`src/rtl/ext_bus_arbiter.sv`:
```
// Round-robin arbiter funnelling N request masters onto one external bus,
// with a per-transaction ack timeout and a saturating timed-out counter.
module ext_bus_arbiter #(
    parameter int N_MASTERS = 2,
    parameter int ADDR_W    = 16,
    parameter int DATA_W    = 32,
    parameter int TIMEOUT   = 255
) (
    input  logic                            i_clk,
    input  logic                            i_rst,
    input  logic [N_MASTERS-1:0]            i_m_stb,
    input  logic [N_MASTERS*ADDR_W-1:0]     i_m_addr,
    input  logic [N_MASTERS*(DATA_W/8)-1:0] i_m_we,
    input  logic [N_MASTERS*DATA_W-1:0]     i_m_dat_w,
    output logic [N_MASTERS-1:0]            o_m_ack,
    output logic                            o_m_err,
    output logic [DATA_W-1:0]               o_m_dat_r,
    output logic [ADDR_W-1:0]               o_ext_addr,
    output logic                            o_ext_stb,
    output logic [(DATA_W/8)-1:0]           o_ext_we,
    output logic [DATA_W-1:0]               o_ext_dat_w,
    input  logic                            i_ext_ack,
    input  logic [DATA_W-1:0]               i_ext_dat_r,
    output logic [7:0]                      o_timeout_cnt
);

    localparam int WE_W  = DATA_W / 8;
    localparam int GW    = (N_MASTERS > 1) ? $clog2(N_MASTERS) : 1;
    localparam int CNT_W = $clog2(TIMEOUT + 2);

    typedef enum logic [1:0] {
        IDLE,
        BUSY,
        DONE
    } state_t;

    state_t                 state_q, state_d;
    logic [GW-1:0]          last_grant_q, last_grant_d;
    logic [GW-1:0]          grant_q, grant_d;
    logic [CNT_W-1:0]       cycle_cnt_q, cycle_cnt_d;
    logic                   ext_stb_q, ext_stb_d;
    logic [ADDR_W-1:0]      ext_addr_q, ext_addr_d;
    logic [WE_W-1:0]        ext_we_q, ext_we_d;
    logic [DATA_W-1:0]      ext_dat_w_q, ext_dat_w_d;
    logic [N_MASTERS-1:0]   m_ack_q, m_ack_d;
    logic                   m_err_q, m_err_d;
    logic [DATA_W-1:0]      m_dat_r_q, m_dat_r_d;
    logic [7:0]             timeout_cnt_q, timeout_cnt_d;

    logic [GW-1:0]          rr_idx;
    logic [GW-1:0]          rr_pick;
    logic                   rr_found;
    logic [ADDR_W-1:0]      sel_addr;
    logic [WE_W-1:0]        sel_we;
    logic [DATA_W-1:0]      sel_dat;
    logic [N_MASTERS-1:0]   grant_oh;
    logic                   timed_out;

    // First requester found scanning upward from the master after the last grant.
    always_comb begin
        rr_found = 1'b0;
        rr_pick  = last_grant_q;
        rr_idx   = '0;
        for (int i = 1; i <= N_MASTERS; i++) begin
            rr_idx = GW'((int'(last_grant_q) + i) % N_MASTERS);
            if (!rr_found && i_m_stb[rr_idx]) begin
                rr_found = 1'b1;
                rr_pick  = rr_idx;
            end
        end
    end

    always_comb begin
        sel_addr = '0;
        sel_we   = '0;
        sel_dat  = '0;
        grant_oh = '0;
        for (int k = 0; k < N_MASTERS; k++) begin
            if (rr_pick == GW'(k)) begin
                sel_addr = i_m_addr[k*ADDR_W +: ADDR_W];
                sel_we   = i_m_we[k*WE_W +: WE_W];
                sel_dat  = i_m_dat_w[k*DATA_W +: DATA_W];
            end
            grant_oh[k] = (grant_q == GW'(k));
        end
    end

    assign timed_out = (TIMEOUT != 0) && (cycle_cnt_q == CNT_W'(TIMEOUT));

    // Ack is tested before the timeout so a late ack on the last allowed cycle still completes cleanly.
    always_comb begin
        state_d       = state_q;
        last_grant_d  = last_grant_q;
        grant_d       = grant_q;
        cycle_cnt_d   = cycle_cnt_q;
        ext_stb_d     = ext_stb_q;
        ext_addr_d    = ext_addr_q;
        ext_we_d      = ext_we_q;
        ext_dat_w_d   = ext_dat_w_q;
        m_ack_d       = '0;
        m_err_d       = 1'b0;
        m_dat_r_d     = m_dat_r_q;
        timeout_cnt_d = timeout_cnt_q;

        unique case (state_q)
            IDLE: begin
                if (rr_found) begin
                    grant_d     = rr_pick;
                    ext_stb_d   = 1'b1;
                    ext_addr_d  = sel_addr;
                    ext_we_d    = sel_we;
                    ext_dat_w_d = sel_dat;
                    cycle_cnt_d = CNT_W'(1);
                    state_d     = BUSY;
                end
            end
            BUSY: begin
                if (i_ext_ack) begin
                    ext_stb_d    = 1'b0;
                    m_ack_d      = grant_oh;
                    m_dat_r_d    = i_ext_dat_r;
                    last_grant_d = grant_q;
                    cycle_cnt_d  = '0;
                    state_d      = DONE;
                end else if (timed_out) begin
                    ext_stb_d    = 1'b0;
                    m_ack_d      = grant_oh;
                    m_err_d      = 1'b1;
                    m_dat_r_d    = '0;
                    last_grant_d = grant_q;
                    cycle_cnt_d  = '0;
                    state_d      = DONE;
                    if (timeout_cnt_q != 8'hFF) begin
                        timeout_cnt_d = timeout_cnt_q + 8'd1;
                    end
                end else begin
                    cycle_cnt_d = cycle_cnt_q + CNT_W'(1);
                end
            end
            DONE: begin
                state_d = IDLE;
            end
            default: begin
                state_d = IDLE;
            end
        endcase
    end

    always_ff @(posedge i_clk) begin
        if (i_rst) begin
            state_q       <= IDLE;
            last_grant_q  <= GW'(N_MASTERS - 1);
            grant_q       <= '0;
            cycle_cnt_q   <= '0;
            ext_stb_q     <= 1'b0;
            ext_addr_q    <= '0;
            ext_we_q      <= '0;
            ext_dat_w_q   <= '0;
            m_ack_q       <= '0;
            m_err_q       <= 1'b0;
            m_dat_r_q     <= '0;
            timeout_cnt_q <= '0;
        end else begin
            state_q       <= state_d;
            last_grant_q  <= last_grant_d;
            grant_q       <= grant_d;
            cycle_cnt_q   <= cycle_cnt_d;
            ext_stb_q     <= ext_stb_d;
            ext_addr_q    <= ext_addr_d;
            ext_we_q      <= ext_we_d;
            ext_dat_w_q   <= ext_dat_w_d;
            m_ack_q       <= m_ack_d;
            m_err_q       <= m_err_d;
            m_dat_r_q     <= m_dat_r_d;
            timeout_cnt_q <= timeout_cnt_d;
        end
    end

    assign o_m_ack       = m_ack_q;
    assign o_m_err       = m_err_q;
    assign o_m_dat_r     = m_dat_r_q;
    assign o_ext_stb     = ext_stb_q;
    assign o_ext_addr    = ext_addr_q;
    assign o_ext_we      = ext_we_q;
    assign o_ext_dat_w   = ext_dat_w_q;
    assign o_timeout_cnt = timeout_cnt_q;

endmodule

```
`config.mk`:
```
export PLATFORM = sky130hd
export DESIGN_NAME = ext_bus_arbiter
export DESIGN_NICKNAME = d
export VERILOG_FILES = /design/src/rtl/ext_bus_arbiter.sv
export SDC_FILE = /design/constraint.sdc
export NUM_CORES = 1
export LEC_CHECK = 0
export CORE_UTILIZATION = 36
export CTS_CLUSTER_SIZE = 16
export DETAILED_ROUTE_END_ITERATION = 8
export DONT_BUFFER_PORTS = 1
export SYNTH_ARGS = -nofsm -noshare
export SYNTH_HDL_FRONTEND = slang
export SYNTH_SLANG_ARGS = --single-unit
```
`constraint.sdc`:
```
create_clock -name i_clk -period 2 [get_ports i_clk]
set_clock_uncertainty 0.05 [all_clocks]
set_input_delay 0.5 -clock i_clk [delete_from_list [all_inputs] [get_ports i_clk]]
set_output_delay 0.5 -clock i_clk [all_outputs]
set_load 0.05 [all_outputs]
```
==> results by group, run 1 <==
Status
  • Status: finished with violations
  • Failing checks: DRC

Synthesis
  • Synth Cell Area: 4340 um^2
  • Syn Nets: 574
  • Syn. warnings: 0
  • Mean area per synthesized cell: 10.1 um^2
  • Seq/Total Area, Yosys: 0.502
  • Cells after Synth: 431
  • Synthesis-stage register bit count: 109
  • Unique masters post-synth: 38

Final layout
  • Non-Filler Instances: 574
  • Area growth syn-to-layout: 12.7%
  • Share of layout cells above drive strength 1: 0.102
  • Most frequent cells in the layout: dfxtp_1 (109), nor2_1 (70), mux2i_1 (53), a211oi_1 (53), a22o_1 (32)
  • Final Util: 0.423
  • Cell area after layout: 4890 um^2
  • Commonest non-fill, non-tap cell in the layout: dfxtp_1
  • Final #Nets: 569
  • N_diodes: 0

Critical path
  • Crit-path max FO: 10
  • Startpoint Class: flop
  • Critical Path RT: 2.19 ns
  • Crit path DAT: 2.07 ns
  • Worst Reg2Reg Path Length in Cells: 5
  • Buffers & Inverters on Critical Path: 0
  • Slowest CP cell: dfxtp_1
  • Setup CP Type: reg2reg
  • Crit end category: flop
  • Critical-path cell list: ha_1, and4b_2, nand3_4, nor4_1, mux2_2
  • Crit path max-delay family: simple AND/OR/NAND/NOR gates
  • Peak per-stage delay on the critical path: 0.37 ns
  • Worst path depth: 5

Clock tree
  • Root Buffer Master: clkbuf_16
  • H-tree levels: 3
  • Hold_buf cts: 0
  • CTS tree: built
  • # clock sinks: 109
  • Worst-skew pair later-pin latency: 0.35 ns
  • CTS buffer count: 9
  • Clock-pin slew on the worst setup and hold paths: 0.07 ns
  • CTS max path bufs: 2
  • Post-CTS Setup Inserts: 0

Timing
  • Slew margin rel.: 0.611
  • Max Fclk: 531 MHz
  • Final setup viols: 0
  • Final setup TNS: 0 ns
  • Fin crit share: 0.942
  • Fin. max-slew vios: 0
  • Minimum clock period: 1.88 ns
  • Final WS setup: 0.117 ns
  • Hold violation count in the final report: 0
  • Min Hold Slack: 0.172 ns
  • Worst Tran Pin Value: 0.583 ns

Power and ir drop
  • Logic gate share of total power: 0.099
  • Internal cell power: 3.60 mW
  • Leakage: 1.89 nW
  • VDD IR-drop max: 416 uV
  • P per Cell Area: 1100 nW/um^2
  • Total power: 5.37 mW
  • Power share of the sequential group: 0.562
  • Sw frac: 0.329
  • Net Sw Power: 1.77 mW
  • Clk pwr share: 0.339

Place
  • Placed Area: 4570 um^2
  • DP Cell Count: 558
  • Routability cong.: 0.774
  • # port buffers: 0
  • Place WS: 0.0707 ns
  • HPWL after DPL: 7070 um

Route
  • Total number of vias: 3150
  • Via density per instance: 5.49
  • Routed WL per cell: 17.0 um
  • Initial DRC count: 163
  • DRC: 13
  • Total length of routed wires: 9760 um
  • Routed Antenna Nets: 0
  • Drt first pass iters: 9

GRT
  • GRT overflow: 0
  • First-pass GRT wire length: 14600 um
  • Pin count of the biggest net entering global routing: 79
  • Vias in the first global route: 2901
  • Initial antenna violation count: 0
  • Total track usage: 0.151

Floorplanning
  • Starting Density: 0.376
  • Die footprint: 12500 um^2
  • FP Rows: 39
  • Die width: 112 um
  • IO Count: 237
  • Die H: 112 um
  • Core ar.: 11600 um^2

Hold path
  • Min-delay worst type: in2reg
  • Min-Delay Path Depth: 1

Job
  • Max_cap viols: 0
==> synth_stat cells <==
master / instances / area (um^2)
ha_1: 2 / 25.0
or3_1: 1 / 6.26
clkbuf_1: 17 / 63.8
a21oi_1: 11 / 55.1
and2_1: 1 / 6.26
o21bai_1: 1 / 7.51
buf_1: 2 / 7.51
inv_1: 1 / 3.75
nor3_1: 6 / 30.0
nor2_1: 70 / 263
buf_2: 13 / 65.1
a22o_1: 32 / 280
xnor2_1: 5 / 43.8
nand4_1: 2 / 12.5
nor4b_1: 2 / 17.5
nand3_2: 1 / 10.0
o41ai_1: 1 / 8.76
and4b_1: 1 / 10.0
and4_1: 1 / 8.76
a211oi_1: 53 / 398
o31ai_2: 1 / 12.5
nand2b_1: 6 / 37.5
nand4b_1: 1 / 8.76
mux2_2: 3 / 33.8
or4_1: 2 / 15.0
dfxtp_1: 109 / 2180
a311oi_1: 2 / 17.5
nand2_1: 8 / 30.0
nor4_1: 4 / 25.0
nand3_1: 5 / 25.0
nor3b_1: 2 / 15.0
o21ai_0: 4 / 20.0
a21o_1: 1 / 7.51
o31ai_1: 1 / 7.51
mux2i_1: 53 / 531
nor2b_1: 4 / 25.0
a41oi_1: 1 / 8.76
nor3b_4: 1 / 18.8
==> logic make-up (layout without fill, tap and decap cells) <==
family / count (synthesis) / after routing / synth area share
flip-flops: 109 / 109 / 0.502
multiplexers: 56 / 56 / 0.130
AND/OR/NAND/NOR: 118 / 118 / 0.130
AO/OA/AOI/OAI: 108 / 108 / 0.190
adder cells (fa/ha/maj): 2 / 2 / 0.00576
XOR/XNOR: 5 / 5 / 0.0101
buffers and inverters: 33 / 33 / 0.0323
==> layout make-up <==
type / instances / area (um^2)
clock inverters: 6 / 71.3
well taps: 143 / 179
multi-input cells: 289 / 2060
fillers: 1100 / 6670
inverters: 1 / 3.75
repair buffers: 16 / 158
flip-flops and latches: 109 / 2180
clock buffers: 10 / 239
==> registers in the layout (all words and copies together), names as in the netlist, 2 cells and up <==
signal         flops
state_q            2
o_timeout_cnt      8
o_m_ack            2
o_ext_addr        16
o_m_dat_r         32
o_ext_we           4
cycle_cnt_q        9
o_ext_dat_w       32
==> per-layer routing <==
| metal | global-route usage | vias to the layer above | routed length (um) |
|---|---|---|---|
| li1 | - | 1586 | - |
| met1 | 0.178 | 1390 | 4010 |
| met2 | 0.246 | 158 | 4720 |
| met3 | 0.0528 | 16 | 810 |
| met4 | 0.0649 | 0 | 214 |
| met5 | 0 | - | 0 |
==> what timing repair did <==
action	4_1_cts	5_1_grt
setup endpoints to repair	0	3
resized for setup	0	3
hold endpoints to repair	0	0
==> power groups by stage <==
stage | Clock (mW) | Sequential (mW) | Combinational [mW]
2_1_floorplan | 0 | 3.02 | 0.462
3_3_place_gp | 0 | 3.07 | 0.520
3_5_place_dp | 0 | 3.07 | 0.537
4_1_cts | 1.88 | 3.02 | 0.538
5_1_grt | 1.98 | 3.03 | 0.598
6_report | 1.82 | 3.02 | 0.530
==> path summary, 6_finish.rpt <==
path	endpoint	slack, ns	start
setup / recovery	o_timeout_cnt[5]$_SDFFE_PP0P_	0.12	cycle_cnt_q[0]$_SDFFE_PP0P_
hold / removal	grant_q$_SDFFE_PP0P_	0.17	i_rst
setup reg to reg	o_timeout_cnt[5]$_SDFFE_PP0P_	0.12	cycle_cnt_q[0]$_SDFFE_PP0P_
hold reg to reg	grant_q$_SDFFE_PP0P_	0.42	grant_q$_SDFFE_PP0P_
No activity file was read; power rests on OpenSTA's default activity.
==> run 2: changes to the inputs <==
--- a/config.mk
+++ b/config.mk
@@ -9,6 +9,7 @@
 export CTS_CLUSTER_SIZE = 16
 export DETAILED_ROUTE_END_ITERATION = 8
 export DONT_BUFFER_PORTS = 1
+export GPL_ROUTABILITY_DRIVEN = 0
 export SYNTH_ARGS = -nofsm -noshare
 export SYNTH_HDL_FRONTEND = slang
 export SYNTH_SLANG_ARGS = --single-unit
==> results of run 2 <==
The final DEF is identical to that of run 1; final timing and power are the same.
==> run 3: changes to the inputs <==
--- a/config.mk
+++ b/config.mk
@@ -5,7 +5,7 @@
 export SDC_FILE = /design/constraint.sdc
 export NUM_CORES = 1
 export LEC_CHECK = 0
-export CORE_UTILIZATION = 36
+export CORE_UTILIZATION = 40
 export CTS_CLUSTER_SIZE = 16
 export DETAILED_ROUTE_END_ITERATION = 8
 export DONT_BUFFER_PORTS = 1
==> results by group, run 3 (same netlist as run 1, synthesis figures left out) <==
GRT
  • Vias in the first global route: 2981
  • Initial antenna violation count: 0
  • Peak-usage layer in the global routing report: met2
  • First-pass GRT wire length: 14900 um
  • Met1 Usage GRT: 0.190
  • Met3 Usage GRT: 0.0515
  • Met2 Usage GRT: 0.299
  • Total track usage: 0.168
  • Pin count of the biggest net entering global routing: 107
  • GRT overflow: 0

Floorplanning
  • IO Count: 237
  • Die width: 106 um
  • Core ar.: 10400 um^2
  • Die H: 106 um
  • Starting Density: 0.417
  • Die footprint: 11300 um^2
  • FP Rows: 37

Timing
  • Fin. max-slew vios: 0
  • Slew margin rel.: 0.616
  • Max Fclk: 532 MHz
  • Minimum clock period: 1.88 ns
  • Final setup viols: 0
  • RSZ-0062 raised after global routing: no
  • Worst Tran Pin Value: 0.576 ns
  • Final setup TNS: 0 ns
  • Fin crit share: 0.939
  • Hold violation count in the final report: 0

Critical path
  • Crit-path max FO: 10
  • Crit path DAT: 2.09 ns
  • Critical Path RT: 2.21 ns
  • Slowest CP cell: dfxtp_1
  • Critical-path cell list: ha_1, and4b_1, nand3_4, nor4_2, mux2_2
  • Peak per-stage delay on the critical path: 0.38 ns
  • Crit end category: flop
  • Setup CP Type: reg2reg
  • Startpoint Class: flop

Job
  • Max_cap viols: 0

Final layout
  • N_diodes: 0
  • Share of layout cells above drive strength 1: 0.109
  • Most frequent cells in the layout: dfxtp_1 (109), nor2_1 (70), mux2i_1 (53), a211oi_1 (53), a22o_1 (32)
  • Footprint of the multi-input gates: 2070 um^2
  • Fill cell count: 986
  • Commonest non-fill, non-tap cell in the layout: dfxtp_1
  • Final #Nets: 571
  • Area growth syn-to-layout: 10.7%
  • FF/Latch Area: 2180 um^2

Route
  • Routed WL per cell: 17.2 um
  • DRC: 0
  • Via density per instance: 5.57
  • Drt first pass iters: 4
  • Total number of vias: 3172
  • Total length of routed wires: 9790 um
  • Routed Antenna Nets: 0
  • Initial DRC count: 126

Place
  • HPWL after DPL: 7170 um
  • # port buffers: 0

Clock tree
  • # clock sinks: 109
  • H-tree levels: 3
  • CTS tree: built
  • Worst-skew pair later-pin latency: 0.36 ns
  • Root Buffer Master: clkbuf_8
  • Clock-pin slew on the worst setup and hold paths: 0.11 ns
  • CTS max path bufs: 2
  • CTS buffer count: 9

Power and ir drop
  • Logic gate share of total power: 0.106
  • Power share of the sequential group: 0.611
  • Leakage: 1.85 nW
  • VDD IR-drop max: 562 uV
  • Clk pwr share: 0.283
  • Net Sw Power: 1.75 mW
  • P per Cell Area: 1030 nW/um^2
  • Total power: 4.94 mW
  • Sw frac: 0.354
  • Internal cell power: 3.19 mW

Hold path
  • Min-delay worst type: in2reg

Status
  • Status: finished, final reports clean
[run 3: final cells by class]
cell class / count / share of cell area
repair buffers: 18 / 0.0333
clock buffers: 9 / 0.0258
inverters: 1 / 0.000781
flip-flops and latches: 109 / 0.454
clock inverters: 7 / 0.0195
multi-input cells: 289 / 0.431
well taps: 136 / 0.0354
[run 3: final timing paths]
| kind | cells past startpoint | slack (ns) | to | from |
|---|---|---|---|---|
| setup / recovery | 5 | 0.12 | o_timeout_cnt[7]$_SDFFE_PP0P_ | cycle_cnt_q[0]$_SDFFE_PP0P_ |
| hold / removal | 1 | 0.14 | state_q[0]$_SDFFE_PP0P_ | i_rst |
| setup reg to reg | 5 | 0.12 | o_timeout_cnt[7]$_SDFFE_PP0P_ | cycle_cnt_q[0]$_SDFFE_PP0P_ |
| hold reg to reg | 1 | 0.41 | o_m_ack[0]$_SDFF_PP0_ | grant_q$_SDFFE_PP0P_ |
[run 3: repair_timing]
item / 4_1_cts / 5_1_grt
gates resized for setup: 0 / 4
hold buffers: 0 / 0
setup buffers: 0 / 0
endpoints found under the setup margin: 0 / 3
[run 3: critical path: cells and delay by family (launching register included)]
kind / cells / cell delay, ns
adder cells (fa/ha/maj): 1 / 0.22
flip-flops: 1 / 0.38
multiplexers: 1 / 0.36
AND/OR/NAND/NOR: 3 / 0.76
[run 3: power by group through the flow]
stage	registers [mW]	logic, mW	clock network, mW
global route	3.04	0.587	1.56
floorplan	3.02	0.462	0
detailed placement	3.07	0.532	0
CTS	3.02	0.532	1.46
finish	3.01	0.523	1.40
global placement	3.07	0.514	0
[run 3: metal layers]
| metal | routed length, um | share of wire |
|---|---|---|
| met5 | 0 | 0 |
| met4 | 119 | 0.012 |
| met3 | 741 | 0.076 |
| met2 | 5070 | 0.52 |
| met1 | 3860 | 0.39 |
[run 3: per-stage QoR]
stage	hold slack [ns]	area [um^2]	setup WS [ns]	utilization	std cells
final	0.144	4810	0.122	0.461	569
after global routing	0.109	4810	0.00717	0.461	569
after CTS	0.127	4780	0.0378	0.459	569
after detailed placement	0.401	4560	0.0500	0.438	553
after global placement	0.404	4560	0.129	0.438	553
after floorplan	0.378	4340	0.106	-	431
